File: config.mk
export PLATFORM = sky130hd
export DESIGN_NAME = coo_spmm_aggregator
export DESIGN_NICKNAME = d
export VERILOG_FILES = /design/src/rtl/coo_spmm_aggregator.sv
export SDC_FILE = /design/constraint.sdc
export NUM_CORES = 1
export LEC_CHECK = 0
export CORE_MARGIN = 2
export CORE_UTILIZATION = 27
export DETAILED_ROUTE_END_ITERATION = 16
export PLACE_DENSITY_LB_ADDON = 0.12
export SYNTH_ARGS = -nofsm -noshare
export SYNTH_HDL_FRONTEND = slang
export SYNTH_SLANG_ARGS = --single-unit
File: constraint.sdc
create_clock -name clk -period 3.46 [get_ports clk]
set_input_delay 0.692 -clock clk [delete_from_list [all_inputs] [get_ports clk]]
set_output_delay 0.692 -clock clk [all_outputs]
set_load 0.01 [all_outputs]
File: src/rtl/coo_spmm_aggregator.sv
// Sparse aggregation engine: walks a row-sorted COO edge list, sums the FM_WM rows of each
// destination row's source nodes, and writes every output row (optionally with its own row added).
module coo_spmm_aggregator #(
    parameter int NUM_OF_NODES   = 6,
    parameter int NUM_OF_EDGES   = 6,
    parameter int WEIGHT_COLS    = 3,
    parameter int DOT_PROD_WIDTH = 16,
    parameter int ADD_SELF_LOOP  = 0,
    parameter int SATURATE       = 1,
    parameter int COO_BW         = $clog2(NUM_OF_NODES),
    parameter int EDGE_AW        = $clog2(NUM_OF_EDGES) + 1
) (
    input  logic                                  clk,
    input  logic                                  reset,
    input  logic                                  start,
    output logic                                  busy,
    output logic                                  done,
    output logic                                  err_order,
    output logic [EDGE_AW-1:0]                    coo_address,
    input  logic [COO_BW-1:0]                     coo_row,
    input  logic [COO_BW-1:0]                     coo_col,
    output logic [COO_BW-1:0]                     fm_wm_read_row,
    input  logic [WEIGHT_COLS*DOT_PROD_WIDTH-1:0] fm_wm_row_in,
    output logic                                  adj_wr_en,
    output logic [COO_BW-1:0]                     adj_wr_row,
    output logic [WEIGHT_COLS*DOT_PROD_WIDTH-1:0] adj_row_out
);

    localparam int ROW_W = WEIGHT_COLS * DOT_PROD_WIDTH;
    localparam logic [EDGE_AW-1:0] N_EDGES  = EDGE_AW'(NUM_OF_EDGES);
    localparam logic [COO_BW:0]    N_NODES  = (COO_BW + 1)'(NUM_OF_NODES);
    localparam logic [COO_BW-1:0]  LAST_ROW = COO_BW'(NUM_OF_NODES - 1);

    typedef enum logic [2:0] {
        S_IDLE  = 3'd0,
        S_SREQ  = 3'd1,
        S_SACC  = 3'd2,
        S_CREQ  = 3'd3,
        S_CCHK  = 3'd4,
        S_ACC   = 3'd5,
        S_WRITE = 3'd6,
        S_DONE  = 3'd7
    } state_t;

    // Every output row begins here: fetch the own row first when the self-loop term is on.
    localparam state_t ROW_START = (ADD_SELF_LOOP != 0) ? S_SREQ : S_CREQ;

    state_t               state_q, state_d;
    logic [EDGE_AW-1:0]   edge_ptr_q, edge_ptr_d;
    logic [COO_BW-1:0]    cur_row_q, cur_row_d;
    logic [ROW_W-1:0]     acc_q, acc_d;
    logic                 err_order_q, err_order_d;
    logic [EDGE_AW-1:0]   coo_address_q, coo_address_d;
    logic [COO_BW-1:0]    fm_wm_read_row_q, fm_wm_read_row_d;
    logic [COO_BW-1:0]    adj_wr_row_q, adj_wr_row_d;
    logic [ROW_W-1:0]     adj_row_out_q, adj_row_out_d;

    logic                 edges_done;
    logic                 row_ahead;
    logic                 edge_bad;
    logic                 last_row;
    logic                 close_row;
    logic [ROW_W-1:0]     acc_sum;

    // One extra bit per column catches the carry; clamp or drop it.
    function automatic logic [ROW_W-1:0] add_row(input logic [ROW_W-1:0] a,
                                                 input logic [ROW_W-1:0] b);
        logic [DOT_PROD_WIDTH:0] s;
        add_row = '0;
        for (int j = 0; j < WEIGHT_COLS; j++) begin
            s = {1'b0, a[j*DOT_PROD_WIDTH +: DOT_PROD_WIDTH]}
              + {1'b0, b[j*DOT_PROD_WIDTH +: DOT_PROD_WIDTH]};
            if ((SATURATE != 0) && s[DOT_PROD_WIDTH])
                add_row[j*DOT_PROD_WIDTH +: DOT_PROD_WIDTH] = '1;
            else
                add_row[j*DOT_PROD_WIDTH +: DOT_PROD_WIDTH] = s[DOT_PROD_WIDTH-1:0];
        end
    endfunction

    always_comb begin
        edges_done = (edge_ptr_q == N_EDGES);
        row_ahead  = (coo_row > cur_row_q);
        edge_bad   = (coo_row < cur_row_q) || ({1'b0, coo_col} >= N_NODES);
        last_row   = (cur_row_q == LAST_ROW);
        close_row  = edges_done || row_ahead;
        acc_sum    = add_row(acc_q, fm_wm_row_in);
    end

    always_ff @(posedge clk) begin
        if (reset) begin
            state_q          <= S_IDLE;
            edge_ptr_q       <= '0;
            cur_row_q        <= '0;
            acc_q            <= '0;
            err_order_q      <= 1'b0;
            coo_address_q    <= '0;
            fm_wm_read_row_q <= '0;
            adj_wr_row_q     <= '0;
            adj_row_out_q    <= '0;
        end else begin
            state_q          <= state_d;
            edge_ptr_q       <= edge_ptr_d;
            cur_row_q        <= cur_row_d;
            acc_q            <= acc_d;
            err_order_q      <= err_order_d;
            coo_address_q    <= coo_address_d;
            fm_wm_read_row_q <= fm_wm_read_row_d;
            adj_wr_row_q     <= adj_wr_row_d;
            adj_row_out_q    <= adj_row_out_d;
        end
    end

    always_comb begin
        state_d = state_q;
        case (state_q)
            S_IDLE:  if (start) state_d = ROW_START;
            S_SREQ:  state_d = S_SACC;
            S_SACC:  state_d = S_CREQ;
            S_CREQ:  state_d = S_CCHK;
            S_CCHK: begin
                if (close_row)     state_d = S_WRITE;
                else if (edge_bad) state_d = S_CREQ;
                else               state_d = S_ACC;
            end
            S_ACC:   state_d = S_CREQ;
            S_WRITE: state_d = last_row ? S_DONE : ROW_START;
            S_DONE:  state_d = S_IDLE;
            default: state_d = S_IDLE;
        endcase
    end

    // Addresses are registered in the request state and consumed the following cycle.
    always_comb begin
        edge_ptr_d       = edge_ptr_q;
        cur_row_d        = cur_row_q;
        acc_d            = acc_q;
        err_order_d      = err_order_q;
        coo_address_d    = coo_address_q;
        fm_wm_read_row_d = fm_wm_read_row_q;
        adj_wr_row_d     = adj_wr_row_q;
        adj_row_out_d    = adj_row_out_q;
        case (state_q)
            S_IDLE: begin
                if (start) begin
                    edge_ptr_d  = '0;
                    cur_row_d   = '0;
                    acc_d       = '0;
                    err_order_d = 1'b0;
                end
            end
            S_SREQ:  fm_wm_read_row_d = cur_row_q;
            S_SACC:  acc_d = acc_sum;
            S_CREQ:  coo_address_d = edge_ptr_q;
            S_CCHK: begin
                if (close_row) begin
                    adj_wr_row_d  = cur_row_q;
                    adj_row_out_d = acc_q;
                end else if (edge_bad) begin
                    err_order_d = 1'b1;
                    edge_ptr_d  = edge_ptr_q + EDGE_AW'(1);
                end else begin
                    fm_wm_read_row_d = coo_col;
                end
            end
            S_ACC: begin
                acc_d      = acc_sum;
                edge_ptr_d = edge_ptr_q + EDGE_AW'(1);
            end
            S_WRITE: begin
                acc_d = '0;
                if (!last_row) cur_row_d = cur_row_q + COO_BW'(1);
            end
            default: ;
        endcase
    end

    always_comb begin
        busy      = (state_q != S_IDLE) && (state_q != S_DONE);
        done      = (state_q == S_DONE);
        adj_wr_en = (state_q == S_WRITE);
    end

    assign err_order      = err_order_q;
    assign coo_address    = coo_address_q;
    assign fm_wm_read_row = fm_wm_read_row_q;
    assign adj_wr_row     = adj_wr_row_q;
    assign adj_row_out    = adj_row_out_q;

endmodule

Yosys cells after proc, flatten, opt, wreduce, memory -nomap -nowiden. Cells that the tools add are included.

Bits in registers: 117. Word-level logic and storage cells: 73. Output and inout port bits: 62. Input port bits: 57.

Add/sub/neg operators: 5. Muxes and demuxes: 24. $lt $le $gt $ge: 3. Reduce and logical (&&, ||, !) cells: 17. Eq/ne operators: 15.

Operator list (count): $pmux 48 s3 (1); $add 16x16->17 (3); $mux 16 (3); $mux 48 (1); $mux 3 (8); $pmux 3 s7 (1); $eq 3x3->1 const B (5); $mux 4 (3); $pmux 3 s2 (2); $pmux 4 s3 (1); $ne 2x2->1 const B (5); $reduce_bool 3->1 (3); $reduce_and 4->1 (2); $eq 3x2->1 const B (2); $reduce_and 3->1 (2); $reduce_bool 2->1 (3); $add 4x1->4 const B (1); $eq 4x3->1 const B (1); $reduce_and 2->1 (2); $add 3x1->3 const B (1); $eq 3x1->1 const B (1); $ge 3x3->1 const B (1); $gt 3x3->1 (1); $logic_not 3->1 (1); other kinds (7) (10).

Logic depth before layout (Yosys ltp). Gate-level depths: netlist (run 1).

Depth after elaboration: 5. Gate-level depth with buffers: 10. Mapped depth without buffers: 8.

Least setup slack after synthesis (run 1). Ideal clock, no wire load.

Path type: input to register. Start point: input fm_wm_row_in[16]. End point: register acc_q[17]. Arrival: 2.689 ns. Setup time: 0.116 ns. Required time: 3.344 ns. Buffers on the path: 1. Path slack: 0.655 ns. Stages: 9. Path through: ha_1 -> fa_1 -> a211oi_2 -> o211ai_1 -> a41o_1 -> a211o_1 -> buf_2 -> o21ai_0 -> nand2_1.

Word-level cells in the longest chain between the ends: 3.

RTL lines: start: declaration (line 23) `input logic [WEIGHT_COLS*DOT_PROD_WIDTH-1:0] fm_wm_row_in,`; $add 16x16->17 (line 72) `+ {1'b0, b[j*DOT_PROD_WIDTH +: DOT_PROD_WIDTH]};`; $mux 16 (line 73) `if ((SATURATE != 0) && s[DOT_PROD_WIDTH])`; $pmux 48 s3 (line 142) `case (state_q)`; end signal: assignment (line 94) `acc_q <= '0;`; end signal: assignment (line 104) `acc_q <= acc_d;`; end: declaration (line 51) `logic [ROW_W-1:0] acc_q, acc_d;`.

Every way passes these cells. A chain may end at the register's enable or synchronous reset.

Worst setup path in the final report (run 1).
Start point: input fm_wm_row_in[16]. End point: register acc_q[27].

Same word-level chain as after synthesis.

==> impl_metrics.env, run 1 <==
export IMPL_worstSetupStartpointType="primary input"
export IMPL_grt_antenna_before_repair=0
export IMPL_status="complete, no violations"
export IMPL_syn_area_per_cell_um2=7.93
export IMPL_period_needed_ps=3010
export IMPL_cts_setup_buffers=0
export IMPL_synth_cell_types=66
export IMPL_required_ps=3720
export IMPL_wl_per_cell_um=15.6
export IMPL_core_area_mm2=0.0244
export IMPL_ys_warn_count=0
export IMPL_h_tree_depth=4
export IMPL_finalPower_mw=4.52
export IMPL_dr_total_vias=6345
export IMPL_r2r_end="acc_q[37]$_SDFFE_PP0P_"
export IMPL_crit_type="in2reg"
export IMPL_power_switching_mw=1.38
export IMPL_finalSetupTns_ps=0
export IMPL_grt_pass1_wl_um=32700
export IMPL_rows=57
export IMPL_synth_edf_count=0
export IMPL_skew_ps=7.37
export IMPL_holdCritStartpoint="adj_row_out[24]$_SDFFE_PP0P_"
export IMPL_finalSetupViolCount=0
export IMPL_swShare_pct=30.6
export IMPL_seq_power_share_pct=33.5
export IMPL_drtIter0Drc=327
export IMPL_hold_path_endpoint="adj_row_out[24]$_SDFFE_PP0P_"
export IMPL_root_buffer="clkbuf_16"
export IMPL_fin_hold_ws_ps=454
export IMPL_crit_arrival_ps=3280
export IMPL_pwr_share_comb_pct=23.6
export IMPL_hold_viol_final=0
export IMPL_dieHeight_um=162
export IMPL_path_max_fanout=9
export IMPL_slew_viol_final=0
export IMPL_cts_resized=0
export IMPL_finalCritPeriodShare_pct=87.1
export IMPL_reg2regPathDepth=9
export IMPL_tritoncts="done"
export IMPL_syn_num_nets=964
export IMPL_insertion_delay_ps=420
export IMPL_die_w_um=162
export IMPL_antennaDiodeCount=0
export IMPL_p_clk_share_pct=42.9
export IMPL_grt_max_degree=80
export IMPL_first_pass_iters=4
export IMPL_grt_pass1_vias=6115
export IMPL_hold_depth=2
export IMPL_cts_buffers=17
export IMPL_crit_path_end_kind="register"
export IMPL_final_util_pct=36.9
export IMPL_routed_via_density=4.85
export IMPL_clockBufferDepth=2
export IMPL_cts_sinks=117
export IMPL_grt_setup_unrepaired="no"
export IMPL_p_int_mw=3.14
export IMPL_start_util_pct=27.6
export IMPL_total_leakage_power_nw=3.67
export IMPL_regToRegStartpoint="acc_q[32]$_SDFFE_PP0P_"
export IMPL_drcViolationCount=0
export IMPL_final_cells=1308
export IMPL_syn_area_mm2=0.00674
export IMPL_grt_overflow=0
export IMPL_max_freq_ghz=0.332
export IMPL_holdBufCountCts=0
export IMPL_worstMarginPinSlew_ps=934
export IMPL_track_usage_pct=15.8
export IMPL_maxCapViolations=0
export IMPL_final_nets=1086
export IMPL_drt_total_wl_um=20400
export IMPL_path_clk_slew_ps=60
export IMPL_ys_dominant_reg_cell="dfxtp_1"
export IMPL_ys_seq_area_share_pct=34.8
export IMPL_nFillCells=2632
export IMPL_ir_drop_mv=0.241
export IMPL_max_slew_margin_pct=37.7
export IMPL_port_buffers=118
export IMPL_area_growth_pct=33.5
export IMPL_r2r_slack_ps=820
export IMPL_p_per_area_mw_per_mm2=502
export IMPL_dieArea_mm2=0.0262
export IMPL_ys_ff_latch=117
export IMPL_hold_class="reg2reg"
export IMPL_dpl_hpwl_um=14800
export IMPL_ys_async_sr_fraction_pct=0
export IMPL_ios=119
export IMPL_synth_cells=849
export IMPL_dp_cells=1276
export IMPL_gp_congestion=0.812
export IMPL_drive_above_1_share_pct=7.32
export IMPL_ant_nets=0
worst max-delay path by stage:
| stage | start | slack [ps] | to | depth (start not counted) |
|---|---|---|---|---|
| 3_5_place_dp | fm_wm_row_in[16] | 20 | acc_q[27]$_SDFFE_PP0P_ | 10 |
| 3_3_place_gp | fm_wm_row_in[16] | 60 | acc_q[27]$_SDFFE_PP0P_ | 10 |
| 2_1_floorplan | fm_wm_row_in[16] | 660 | acc_q[17]$_SDFFE_PP0P_ | 9 |
| 4_1_cts | fm_wm_row_in[16] | 440 | acc_q[27]$_SDFFE_PP0P_ | 10 |
| 6_report | fm_wm_row_in[16] | 450 | acc_q[27]$_SDFFE_PP0P_ | 10 |
| 5_1_grt | fm_wm_row_in[16] | 290 | acc_q[27]$_SDFFE_PP0P_ | 10 |
synth_stat cells, types with 3 or more instances:
| library cell | n | area, µm² |
|---|---|---|
| clkbuf_1 | 25 | 93.8 |
| nor2b_1 | 5 | 31.3 |
| xnor2_1 | 18 | 158 |
| dfxtp_1 | 117 | 2340 |
| and3_1 | 7 | 43.8 |
| fa_1 | 3 | 60.1 |
| or3_1 | 5 | 31.3 |
| a21oi_1 | 108 | 541 |
| ha_1 | 55 | 688 |
| o21a_1 | 4 | 30.0 |
| nand4_1 | 5 | 31.3 |
| a41oi_1 | 4 | 35.0 |
| xor2_1 | 11 | 96.3 |
| a311oi_1 | 4 | 35.0 |
| a21o_1 | 21 | 158 |
| o21bai_1 | 5 | 37.5 |
| nand2b_1 | 6 | 37.5 |
| o211ai_1 | 8 | 60.1 |
| mux2i_1 | 12 | 120 |
| a221oi_1 | 4 | 35.0 |
| o21ai_0 | 34 | 170 |
| nor4_1 | 4 | 25.0 |
| buf_2 | 10 | 50.1 |
| a211oi_1 | 15 | 113 |
| and2_1 | 9 | 56.3 |
| o31a_1 | 3 | 26.3 |
| nand3_1 | 10 | 50.1 |
| o21ai_1 | 26 | 130 |
| a22o_1 | 3 | 26.3 |
| nor3_1 | 15 | 75.1 |
| inv_1 | 11 | 41.3 |
| nand2_1 | 200 | 751 |
| nor2_1 | 38 | 143 |
cells in the final DEF, fill, tap and decap left out, types with 17 or more instances in the layout:
master / n
nand2_1: 200
dfxtp_1: 117
o21ai_1: 25
nor2_1: 37
xnor2_1: 18
clkdlybuf4s50_1: 117
buf_4: 22
o21ai_0: 34
a21oi_1: 108
ha_1: 55
clkbuf_16: 17
a21o_1: 21
layout make-up:
class / instances / area [µm²] / area share [%]
Multi-Input combinational cell: 682 / 4200 / 46.7
Sequential cell: 117 / 2340 / 26.0
Timing Repair Buffer: 141 / 1360 / 15.1
Clock buffer: 18 / 439 / 4.88
Tap cell: 324 / 405 / 4.51
Clock inverter: 14 / 201 / 2.24
Inverter: 12 / 45.0 / 0.501
state kept, by name (all words and copies together), names as in the netlist, 3 cells and up:
register	count
adj_wr_row	3
state_q	3
cur_row_q	3
fm_wm_read_row	3
acc_q	48
edge_ptr_q	4
coo_address	4
adj_row_out	48
metal layers:
| layer | GRT usage, % | wire (µm) | vias to the layer above |
|---|---|---|---|
| met5 | 0 | 0 | - |
| met4 | 5.15 | 262 | 0 |
| met3 | 2.60 | 574 | 19 |
| met2 | 25.2 | 9390 | 95 |
| met1 | 21.7 | 10200 | 2947 |
| li1 | - | - | 3284 |
cells by family (layout without fill, tap and decap cells):
kind of cell | Yosys count | in the layout | synth area share (%)
compound gates | 267 | 267 | 25.0
xor+xnor | 29 | 29 | 3.77
fa+ha+maj | 58 | 58 | 11.1
buf+inv | 50 | 185 | 3.14
flops | 117 | 117 | 34.8
mux | 13 | 13 | 1.95
simple gates | 315 | 315 | 20.3
power by group through the flow:
stage / logic (mW) / registers (mW) / clock network [mW]
after floorplan: 0.754 / 1.51 / 0
after global routing: 1.20 / 1.53 / 2.05
after global placement: 1.07 / 1.54 / 0
final: 1.06 / 1.51 / 1.94
after CTS: 1.07 / 1.51 / 2.00
after detailed placement: 1.06 / 1.54 / 0
critical path, stage by stage:
cell	delay, ps
clkdlybuf4s50_1	460
ha_1	270
fa_1	420
a211oi_2	260
o211ai_1	150
a41o_1	280
a211o_1	300
buf_4	190
o21ai_0	180
a21oi_1	80
per-stage QoR:
stage	setup WS (ps)	cell area, µm²
2_1_floorplan	655	6740
3_3_place_gp	64.9	8350
3_5_place_dp	21.6	8350
4_1_cts	438	8990
5_1_grt	295	8990
6_report	447	8990
Power figures use the tool's default switching activity.
==> run 2, diff against run 1 <==
--- a/config.mk
+++ b/config.mk
@@ -9,6 +9,7 @@
 export CORE_UTILIZATION = 27
 export DETAILED_ROUTE_END_ITERATION = 16
 export PLACE_DENSITY_LB_ADDON = 0.12
+export SKIP_CTS_REPAIR_TIMING = 1
 export SYNTH_ARGS = -nofsm -noshare
 export SYNTH_HDL_FRONTEND = slang
 export SYNTH_SLANG_ARGS = --single-unit
==> results of run 2 <==
Same layout as run 1: the final DEF is identical, and so are final timing and power.
